File: config.mk
export PLATFORM = sky130hd
export DESIGN_NAME = instruction_fetch_unit
export DESIGN_NICKNAME = d
export VERILOG_FILES = /design/src/rtl/instruction_fetch_unit.sv
export SDC_FILE = /design/constraint.sdc
export NUM_CORES = 1
export LEC_CHECK = 0
export CAP_MARGIN = 20
export CORE_AREA = 2 2 96 98
export CTS_CLUSTER_SIZE = 20
export DETAILED_ROUTE_END_ITERATION = 8
export DIE_AREA = 0 0 98 100
export GPL_ROUTABILITY_DRIVEN = 0
export PLACE_DENSITY_LB_ADDON = 0.3
export SETUP_SLACK_MARGIN = 0.02
export SLEW_MARGIN = 20
export SYNTH_ARGS = -nofsm -noshare
export SYNTH_HDL_FRONTEND = slang
export SYNTH_SLANG_ARGS = --single-unit
File: constraint.sdc
create_clock -name clk -period 2.6 [get_ports clk]
set_input_delay 0.26 -clock clk [delete_from_list [all_inputs] [get_ports clk]]
set_output_delay 0.26 -clock clk [all_outputs]
set_load 0.05 [all_outputs]
File: src/rtl/instruction_fetch_unit.sv
// Instruction fetch unit: requests one word at a time from instruction memory,
// latches it into IR, waits for downstream to consume it, and supports redirects.
module instruction_fetch_unit #(
  parameter logic [31:0] RESET_PC = 32'h0000_0000,
  parameter logic [31:0] PC_STEP  = 32'd1
) (
  input  logic        clk,
  input  logic        Reset,
  output logic        MemReq,
  output logic [31:0] MemAddr,
  input  logic        MemReady,
  input  logic [31:0] MemData,
  input  logic        PCLoad,
  input  logic [31:0] PCLoadValue,
  output logic [31:0] IR,
  output logic        IRValid,
  input  logic        IRAccept,
  output logic [1:0]  InstructionFormat,
  output logic [1:0]  Extend,
  output logic [31:0] PC
);

  typedef enum logic [1:0] {
    S_IDLE     = 2'd0,
    S_WAIT_MEM = 2'd1,
    S_HOLD     = 2'd2
  } state_t;

  state_t      r_state;
  state_t      w_state_next;
  logic [31:0] r_pc;
  logic [31:0] w_pc_next;
  logic [31:0] r_ir;
  logic [31:0] w_ir_next;
  logic        r_ir_valid;
  logic        w_ir_valid_next;
  logic [1:0]  w_format;
  logic [1:0]  w_extend;

  always_ff @(posedge clk) begin
    if (Reset) begin
      r_state    <= S_IDLE;
      r_pc       <= RESET_PC;
      r_ir       <= 32'h0;
      r_ir_valid <= 1'b0;
    end else begin
      r_state    <= w_state_next;
      r_pc       <= w_pc_next;
      r_ir       <= w_ir_next;
      r_ir_valid <= w_ir_valid_next;
    end
  end

  // A redirect wins over memory data and over IRAccept, and always passes
  // through IDLE so the new address is never requested in the same cycle.
  always_comb begin
    w_state_next    = r_state;
    w_pc_next       = r_pc;
    w_ir_next       = r_ir;
    w_ir_valid_next = r_ir_valid;
    if (PCLoad) begin
      w_state_next    = S_IDLE;
      w_pc_next       = PCLoadValue;
      w_ir_valid_next = 1'b0;
    end else begin
      case (r_state)
        S_IDLE: begin
          w_state_next = S_WAIT_MEM;
        end
        S_WAIT_MEM: begin
          if (MemReady) begin
            w_ir_next       = MemData;
            w_pc_next       = r_pc + PC_STEP;
            w_ir_valid_next = 1'b1;
            w_state_next    = S_HOLD;
          end
        end
        S_HOLD: begin
          if (IRAccept) begin
            w_ir_valid_next = 1'b0;
            w_state_next    = S_WAIT_MEM;
          end
        end
        default: begin
          w_state_next    = S_IDLE;
          w_ir_valid_next = 1'b0;
        end
      endcase
    end
  end

  always_comb begin
    w_format = 2'd1;
    case (r_ir[5:4])
      2'b00:   w_format = 2'd0;
      2'b11:   w_format = 2'd2;
      default: w_format = 2'd1;
    endcase
    w_extend = (w_format == 2'd0) ? 2'd0 : {1'b0, r_ir[3]};
  end

  assign MemReq            = (r_state == S_WAIT_MEM);
  assign MemAddr           = r_pc;
  assign PC                = r_pc;
  assign IR                = r_ir;
  assign IRValid           = r_ir_valid;
  assign InstructionFormat = w_format;
  assign Extend            = w_extend;

endmodule

==> flow_summary.html, run 1 <==
<table>
<tr><th>Metric</th><th>Value</th></tr>
<tr><th colspan="2">Finish</th></tr>
<tr><td>Core occupancy in the finished layout</td><td>59.4%</td></tr>
<tr><td>Filler cell count in the final layout</td><td>805</td></tr>
<tr><td>Area grow syn2layout</td><td>51.3%</td></tr>
<tr><td>Final-stage net count</td><td>653</td></tr>
<tr><td>Antenna Diode Count</td><td>0</td></tr>
<tr><td>Ratio of cells with drive above 1 in the final layout</td><td>6.48%</td></tr>
<tr><th colspan="2">Die</th></tr>
<tr><td>Row Count</td><td>35</td></tr>
<tr><td>Initial core utilization</td><td>39.2%</td></tr>
<tr><td>Core area</td><td>8890 sq um</td></tr>
<tr><td>Die height</td><td>100 microns</td></tr>
<tr><td>Die X-Extent</td><td>98 microns</td></tr>
<tr><td>DIE AREA</td><td>9800 sq um</td></tr>
<tr><td>Number of top-level pins</td><td>171</td></tr>
<tr><th colspan="2">Run</th></tr>
<tr><td>Reported max-cap violation count</td><td>0</td></tr>
<tr><th colspan="2">Min path</th></tr>
<tr><td>Hold Crit Class</td><td>flip-flop to flip-flop</td></tr>
<tr><td>Hold Path Origin</td><td>IR[14]</td></tr>
<tr><th colspan="2">Logic synthesis</th></tr>
<tr><td>Dominant cells by area after synthesis</td><td>sky130_fd_sc_hd__dfxtp_1 (38%), sky130_fd_sc_hd__nand2_1 (8.9%), sky130_fd_sc_hd__buf_4 (7.1%)</td></tr>
<tr><td>Post-synthesis cell type with the largest combined area</td><td>sky130_fd_sc_hd__dfxtp_1</td></tr>
<tr><td>Share of the synthesized area in the top cell type</td><td>38.5%</td></tr>
<tr><td>Average footprint of a synthesized cell</td><td>7.79 sq um</td></tr>
<tr><td>Post-Syn Nets</td><td>520</td></tr>
<tr><td>Fraction of registers with async set/reset</td><td>0%</td></tr>
<tr><td>Count of flip-flops with a built-in enable after synthesis</td><td>0</td></tr>
<tr><td>Distinct cells, synth</td><td>46</td></tr>
<tr><td>Most common flop cell mapped by yosys</td><td>sky130_fd_sc_hd__dfxtp_1</td></tr>
<tr><td>Leading cell type by number of instances after synthesis</td><td>sky130_fd_sc_hd__nand2_1</td></tr>
<tr><td>Post-synth top cells</td><td>sky130_fd_sc_hd__nand2_1 (83), sky130_fd_sc_hd__dfxtp_1 (67), sky130_fd_sc_hd__a21oi_1 (39)</td></tr>
<tr><td>FF+latch count, synth</td><td>67</td></tr>
<tr><td>Synthesized instance count</td><td>448</td></tr>
<tr><td>Part of the Yosys area used for sequential elements</td><td>38.5%</td></tr>
<tr><td>Cell area after technology mapping</td><td>3490 sq um</td></tr>
<tr><td>Number of warning messages in the yosys log</td><td>0</td></tr>
<tr><th colspan="2">Route</th></tr>
<tr><td>Routed WL</td><td>11.0 mm</td></tr>
<tr><td>Violation count after the first detailed-routing iteration</td><td>188</td></tr>
<tr><td>Post-route DRC violation count</td><td>0</td></tr>
<tr><td>Routed wire per std cell</td><td>15.8 microns</td></tr>
<tr><td>Via total after detailed routing</td><td>3,747</td></tr>
<tr><td>Detailed-route vias per instance</td><td>5.38</td></tr>
<tr><td>Remaining antenna violation count after routing</td><td>0</td></tr>
<tr><td>Detailed-router iteration count before antenna repair</td><td>4</td></tr>
<tr><th colspan="2">Timing</th></tr>
<tr><td>Clock period minus worst slack</td><td>2.27 ns</td></tr>
<tr><td>Slew headroom</td><td>48.3%</td></tr>
<tr><td>Worst Max-Slew Pin Slew</td><td>0.775 ns</td></tr>
<tr><td>Clock skew</td><td>0.0116 ns</td></tr>
<tr><td>Worst Hold Slack</td><td>0.455 ns</td></tr>
<tr><td>Total Neg Setup Slack</td><td>0 ns</td></tr>
<tr><td>Slew Limit Fails</td><td>0</td></tr>
<tr><td>Final hold vios</td><td>0</td></tr>
<tr><td>Final period util</td><td>87.2%</td></tr>
<tr><td>Final-report setup violation count</td><td>0</td></tr>
<tr><td>Max Clock Freq</td><td>0.441 GHz</td></tr>
<tr><td>Setup repair after global routing missed its margin</td><td>false</td></tr>
<tr><td>Worst setup slack after layout</td><td>0.333 ns</td></tr>
<tr><th colspan="2">CTS</th></tr>
<tr><td>Max clock buf depth</td><td>2</td></tr>
<tr><td>Hold-fix buffers, CTS</td><td>0</td></tr>
<tr><td>Clock slew at the register clock pins of the worst setup and hold paths</td><td>0.07 ns</td></tr>
<tr><td>Number of levels in the clock H-tree</td><td>3</td></tr>
<tr><td>Post-CTS Setup Repair Bufs</td><td>0</td></tr>
<tr><td>Clock buffer count from CTS</td><td>9</td></tr>
<tr><td>Clock latency at the later pin of the worst-skew pair</td><td>0.33 ns</td></tr>
<tr><td>Clock root buffer master</td><td>sky130_fd_sc_hd__clkbuf_8</td></tr>
<tr><td>Number of gates resized after cts</td><td>0</td></tr>
<tr><td>CTS sink count</td><td>67</td></tr>
<tr><td>TritonCTS clock tree</td><td>done</td></tr>
<tr><th colspan="2">Critical path</th></tr>
<tr><td>Kind of end point of the critical path</td><td>output pin</td></tr>
<tr><td>Critical path origin</td><td>r_state[0]</td></tr>
<tr><td>Crit path to</td><td>MemReq</td></tr>
<tr><td>RR Endpoint</td><td>MemAddr[30]</td></tr>
<tr><td>Worst-case reg-to-reg path depth</td><td>4</td></tr>
<tr><td>Worst-path fanout max</td><td>8</td></tr>
<tr><td>Endpoint required time on the critical path</td><td>2.34 ns</td></tr>
<tr><td>Arrival time of the worst setup path</td><td>2.01 ns</td></tr>
<tr><td>Startpoint-to-endpoint class of the critical path</td><td>flip-flop to output pin</td></tr>
<tr><td>Type of element launching the critical path</td><td>flip-flop</td></tr>
<tr><td>Startpoint of the worst-slack reg-to-reg timing path</td><td>MemAddr[7]</td></tr>
<tr><td>Reg2reg setup slack</td><td>0.36 ns</td></tr>
<tr><th colspan="2">Power</th></tr>
<tr><td>Sequential share of power</td><td>41.5%</td></tr>
<tr><td>Relative contribution of combinational cells to total power</td><td>26.4%</td></tr>
<tr><td>Part of the total power dissipated in the clock network</td><td>32.1%</td></tr>
<tr><td>Cell leakage power</td><td>1.82 nW</td></tr>
<tr><td>Largest vdd supply drop</td><td>0.349 mV</td></tr>
<tr><td>Switching part of the total power</td><td>33.9%</td></tr>
<tr><td>Cell Pwr Density</td><td>523 nW/um^2</td></tr>
<tr><td>Int Power</td><td>1.83 mW</td></tr>
<tr><td>Switching power summed over all nets</td><td>0.936 mW</td></tr>
<tr><th colspan="2">Placed design</th></tr>
<tr><td>Place WS</td><td>0.354 ns</td></tr>
<tr><td>Number of port buffers</td><td>169</td></tr>
<tr><td>Detail Placement HPWL</td><td>8.23 mm</td></tr>
<tr><th colspan="2">GRT</th></tr>
<tr><td>Wire length of the first global-routing pass</td><td>17.5 mm</td></tr>
<tr><td>Maximum number of pins on one net before global-route repair</td><td>43</td></tr>
<tr><td>Number of antenna violations at the first check in global routing</td><td>0</td></tr>
<tr><td>Total global-route track usage</td><td>21.9%</td></tr>
<tr><td>Total overflow reported by the global router</td><td>0</td></tr>
<tr><td>Number of global-route vias before repair</td><td>3,550</td></tr>
<tr><th colspan="2">Outcome</th></tr>
<tr><td>Run status</td><td>finished, final reports clean</td></tr>
</table>
registers in the layout (all words and copies together) (netlist names):
| name | cells |
|---|---|
| IR | 32 |
| IRValid | 1 |
| MemAddr | 32 |
| r_state | 2 |
cells in the final DEF (no fill, tap or decap), drive strengths merged, types with 2 or more instances in the layout:
master         synthesis  final
clkdlybuf4s50          0    168
nand2                 83     83
dfxtp                 67     67
a21oi                 39     39
nor2                  31     31
buf                   36     16
inv                   13     13
a211oi                13     13
nand3                 13     13
nand4                 12     12
a311oi                12     12
clkbuf                26     10
nor2b                  8      8
and4                   8      8
and3                   8      8
nor3                   8      8
xnor2                  8      8
a2111oi                7      7
nor4                   7      7
or3                    6      6
or4                    5      5
o21ai                  5      5
clkinv                 0      4
o31ai                  3      3
a32oi                  3      3
ha                     3      3
xor2                   2      2
or2                    2      2
o311ai                 2      2
and2                   2      2
o211ai                 2      2
a221oi                 2      2
nor3b                  2      2
nand4b                 2      2
cell type report:
class                   count  area [sq um]  share of cell area (%)
repair buffers            184          1800                    34.1
clock inverters             6          65.1                    1.23
clock buffers              10           138                    2.61
flip-flops and latches     67          1340                    25.4
multi-input cells         306          1750                    33.1
inverters                  13          48.8                   0.924
well taps                 111           139                    2.63
power groups by stage:
stage | combinational (mW) | clock (mW) | sequential, mW
2_1_floorplan | 0.317 | 0 | 1.31
3_3_place_gp | 0.724 | 0 | 1.17
3_5_place_dp | 0.729 | 0 | 1.17
4_1_cts | 0.732 | 0.909 | 1.15
5_1_grt | 0.762 | 0.955 | 1.16
6_report | 0.728 | 0.887 | 1.15
kinds of logic after synthesis:
| logic type | count (synthesis) | synth area share, % |
|---|---|---|
| simple gates | 199 | 28.1 |
| compound gates | 92 | 17.8 |
| buf+inv | 75 | 11.7 |
| flops | 67 | 38.5 |
| xor+xnor | 10 | 2.51 |
| fa+ha+maj | 3 | 1.08 |
| other cells | 1 | 0.108 |
| mux | 1 | 0.287 |
per-stage QoR:
stage | instance area (sq um) | total power [mW] | instances
2_1_floorplan | 3490 | 1.63 | 448
6_report | 5280 | 2.76 | 697
5_1_grt | 5280 | 2.88 | 697
3_5_place_dp | 5080 | 1.90 | 681
4_1_cts | 5280 | 2.79 | 697
3_3_place_gp | 5080 | 1.89 | 681
worst max-delay path, stage by stage, from the launching register on:
cell and delay, ns:
sky130_fd_sc_hd__dfxtp_1 0.47, sky130_fd_sc_hd__nor2b_1 0.32, sky130_fd_sc_hd__clkdlybuf4s50_1 0.89
layer usage:
layer	share of wire, %	global-route usage, %
met5	0	0
met4	0.66	5.24
met3	8.6	6.55
met1	42	27.9
met2	49	36.6
worst min-delay path by stage:
stage / to / depth (start not counted)
6_report: IR[14] / 2
5_1_grt: IR[14] / 3
4_1_cts: IR[25] / 3
3_5_place_dp: IR[12] / 2
3_3_place_gp: IR[13] / 2
2_1_floorplan: MemAddr[29] / 2
(Power assumes the default switching activity.)
==> run 2, diff against run 1 <==
GPL_ROUTABILITY_DRIVEN = unset   (was 0)
==> results of run 2 <==
Same layout as run 1: the final DEF is identical, and so are final timing and power.
==> run 3, diff against run 2 <==
CAP_MARGIN = unset   (was 20)
==> results of run 3 <==
Same layout as run 1: the final DEF is identical, and so are final timing and power.
==> variant, RTL diff (settings of run 1) <==
Encoding of `state_t`: now one-hot (3 bits for 3 states).
--- a/src/rtl/instruction_fetch_unit.sv
+++ b/src/rtl/instruction_fetch_unit.sv
@@ -20,10 +20,10 @@
   output logic [31:0] PC
 );
 
-  typedef enum logic [1:0] {
-    S_IDLE     = 2'd0,
-    S_WAIT_MEM = 2'd1,
-    S_HOLD     = 2'd2
+  typedef enum logic [2:0] {
+    S_IDLE     = 3'b001,
+    S_WAIT_MEM = 3'b010,
+    S_HOLD     = 3'b100
   } state_t;
 
   state_t      r_state;
Formal check against the unedited RTL: same outputs for any inputs over 4 cycles, from zero or initial values and one cycle with Reset high; so few cycles prove little.
==> variant against run 1 <==
Count of clock-buffer cells in the layout is the same; total power grew 0.77%; largest cell class unchanged; fmax grew 5.8%; worst hold slack lost 77 ps; sequential cell count grew 1; wire length shrank 16%; sequential share of layout area grew 1.1 points; synthesized area shrank 3.7%; worst setup slack gained 120 ps; highest routed layer unchanged; design area shrank 2.7%; global-route usage shrank 2.9 points.
==> variant: results (changes against run 1) <==
metric	value	unit	change
status	complete, no violations		
routed via count divided by cell count	4.94		-8.1%
Hold Crit Class	in2reg		
maximum number of pins on one net before global-route repair	46		+7.0%
final setup fails	0		unchanged
nets	622		-4.7%
synthesized-area fraction occupied by adder cells	1.12	%	+0.041 points
Worst setup SP type	flop		
VDD IR max	0.000392	V	+12%
Synth cell types	43		-6.5%
number of global-route vias before repair	3145		-11%
xor/xnor share of the synthesized area	7.30	%	+4.8 points
Async SR Flop Fraction	0	%	unchanged
PortBufs	169		unchanged
Cells after DPL	650		-4.6%
Seq/Total Area, Yosys	40.5	%	+2.1 points
Area contributors post-synth	dfxtp_1 41%, nand2_1 9.9%, buf_4 7.4%, a21oi_1 6.7%, xor2_1 5.7%		
Starting DRT DRC Count	82		-56%
Leakage	1.82	nW	about the same
detailed-route via count	3292		-12%
synth cell count leaders	89 x nand2_1, 68 x dfxtp_1, 45 x a21oi_1		
Post-DP HPWL	6.76	mm	-18%
# fillers	852		+5.8%
Post-Syn Nets	490		-5.8%
Critical Path AT	1880	ps	-130 ps
first-pass GRT wire length	15.2	mm	-13%
Switching Power	0.000825	W	-12%
Worst-Margin Slew	539	ps	-236 ps
crit-path max FO	4		-4
multiplexer share of the synthesized area	1.79	%	+1.5 points
wire length per cell	13.9	microns	-12%
Avg Cell Area, Syn	8.04	sq um	+3.3%
## variant: changes by cell type after synthesis, moves of 7 or more
| cell | run 1 | this run |
|---|---|---|
| nor2b_1 | 8 | 1 |
| inv_1 | 13 | 6 |
| a311oi_1 | 12 | 0 |
| xor2_1 | 2 | 22 |
## variant: cell type report
type,instances,share of cell area (%)
Clock buffer,10,2.49
Tap cell,111,2.70
Multi-Input combinational cell,288,31.7
Timing Repair Buffer,176,33.9
Clock inverter,6,2.17
Sequential cell,68,26.5
Inverter,7,0.512
## variant: through the flow
step / worst slack (ps) / power [W] / area [sq um]
floorplan: 505 / 0.00153 / 3360
global placement: 442 / 0.00174 / 4900
detailed placement: 370 / 0.00175 / 4900
CTS: 431 / 0.00281 / 5130
global route: 332 / 0.00289 / 5130
finish: 457 / 0.00278 / 5130
## variant: cells by family after synthesis
family          count (synthesis)
buf+inv                        62
flops                          68
simple gates                  174
other cells                     1
xor+xnor                       28
compound gates                 76
fa+ha+maj                       3
mux                             6
## variant: layer usage
metal | global-route usage (%) | part of all wire (%) | wire length [microns] | vias up
met5 | 0 | 0 | 0 | -
met4 | 6.52 | 1.0 | 96 | 0
met3 | 8.64 | 11 | 1000 | 8
met2 | 31.5 | 47 | 4400 | 136
met1 | 21.9 | 41 | 3780 | 1501
li1 | - | - | - | 1647
## variant: worst paths after layout
| check | startpoint | endpoint | slack, ps | depth (start not counted) |
|---|---|---|---|---|
| worst max-delay path | IR[4] | Extend[0] | 460 | 4 |
| worst min-delay path | Reset | MemAddr[27] | 380 | 2 |
| worst max register to register | MemAddr[0] | MemAddr[16] | 670 | 6 |
| worst min register to register | IR[14] | IR[14] | 450 | 2 |
## variant: power by group through the flow
stage / Combinational, W / Sequential (W) / Clock, W
detailed placement: 0.000592 / 0.00116 / 0
finish: 0.000590 / 0.00113 / 0.00106
global route: 0.000618 / 0.00114 / 0.00113
CTS: 0.000593 / 0.00113 / 0.00108
global placement: 0.000589 / 0.00116 / 0
floorplan: 0.000266 / 0.00126 / 0
## variant: worst max-delay path, cell delays in order, from the launching register on
cell and delay [ps]:
dfxtp_1 380, inv_1 60, ha_1 190, nor2b_1 100
clkdlybuf4s50_1 800
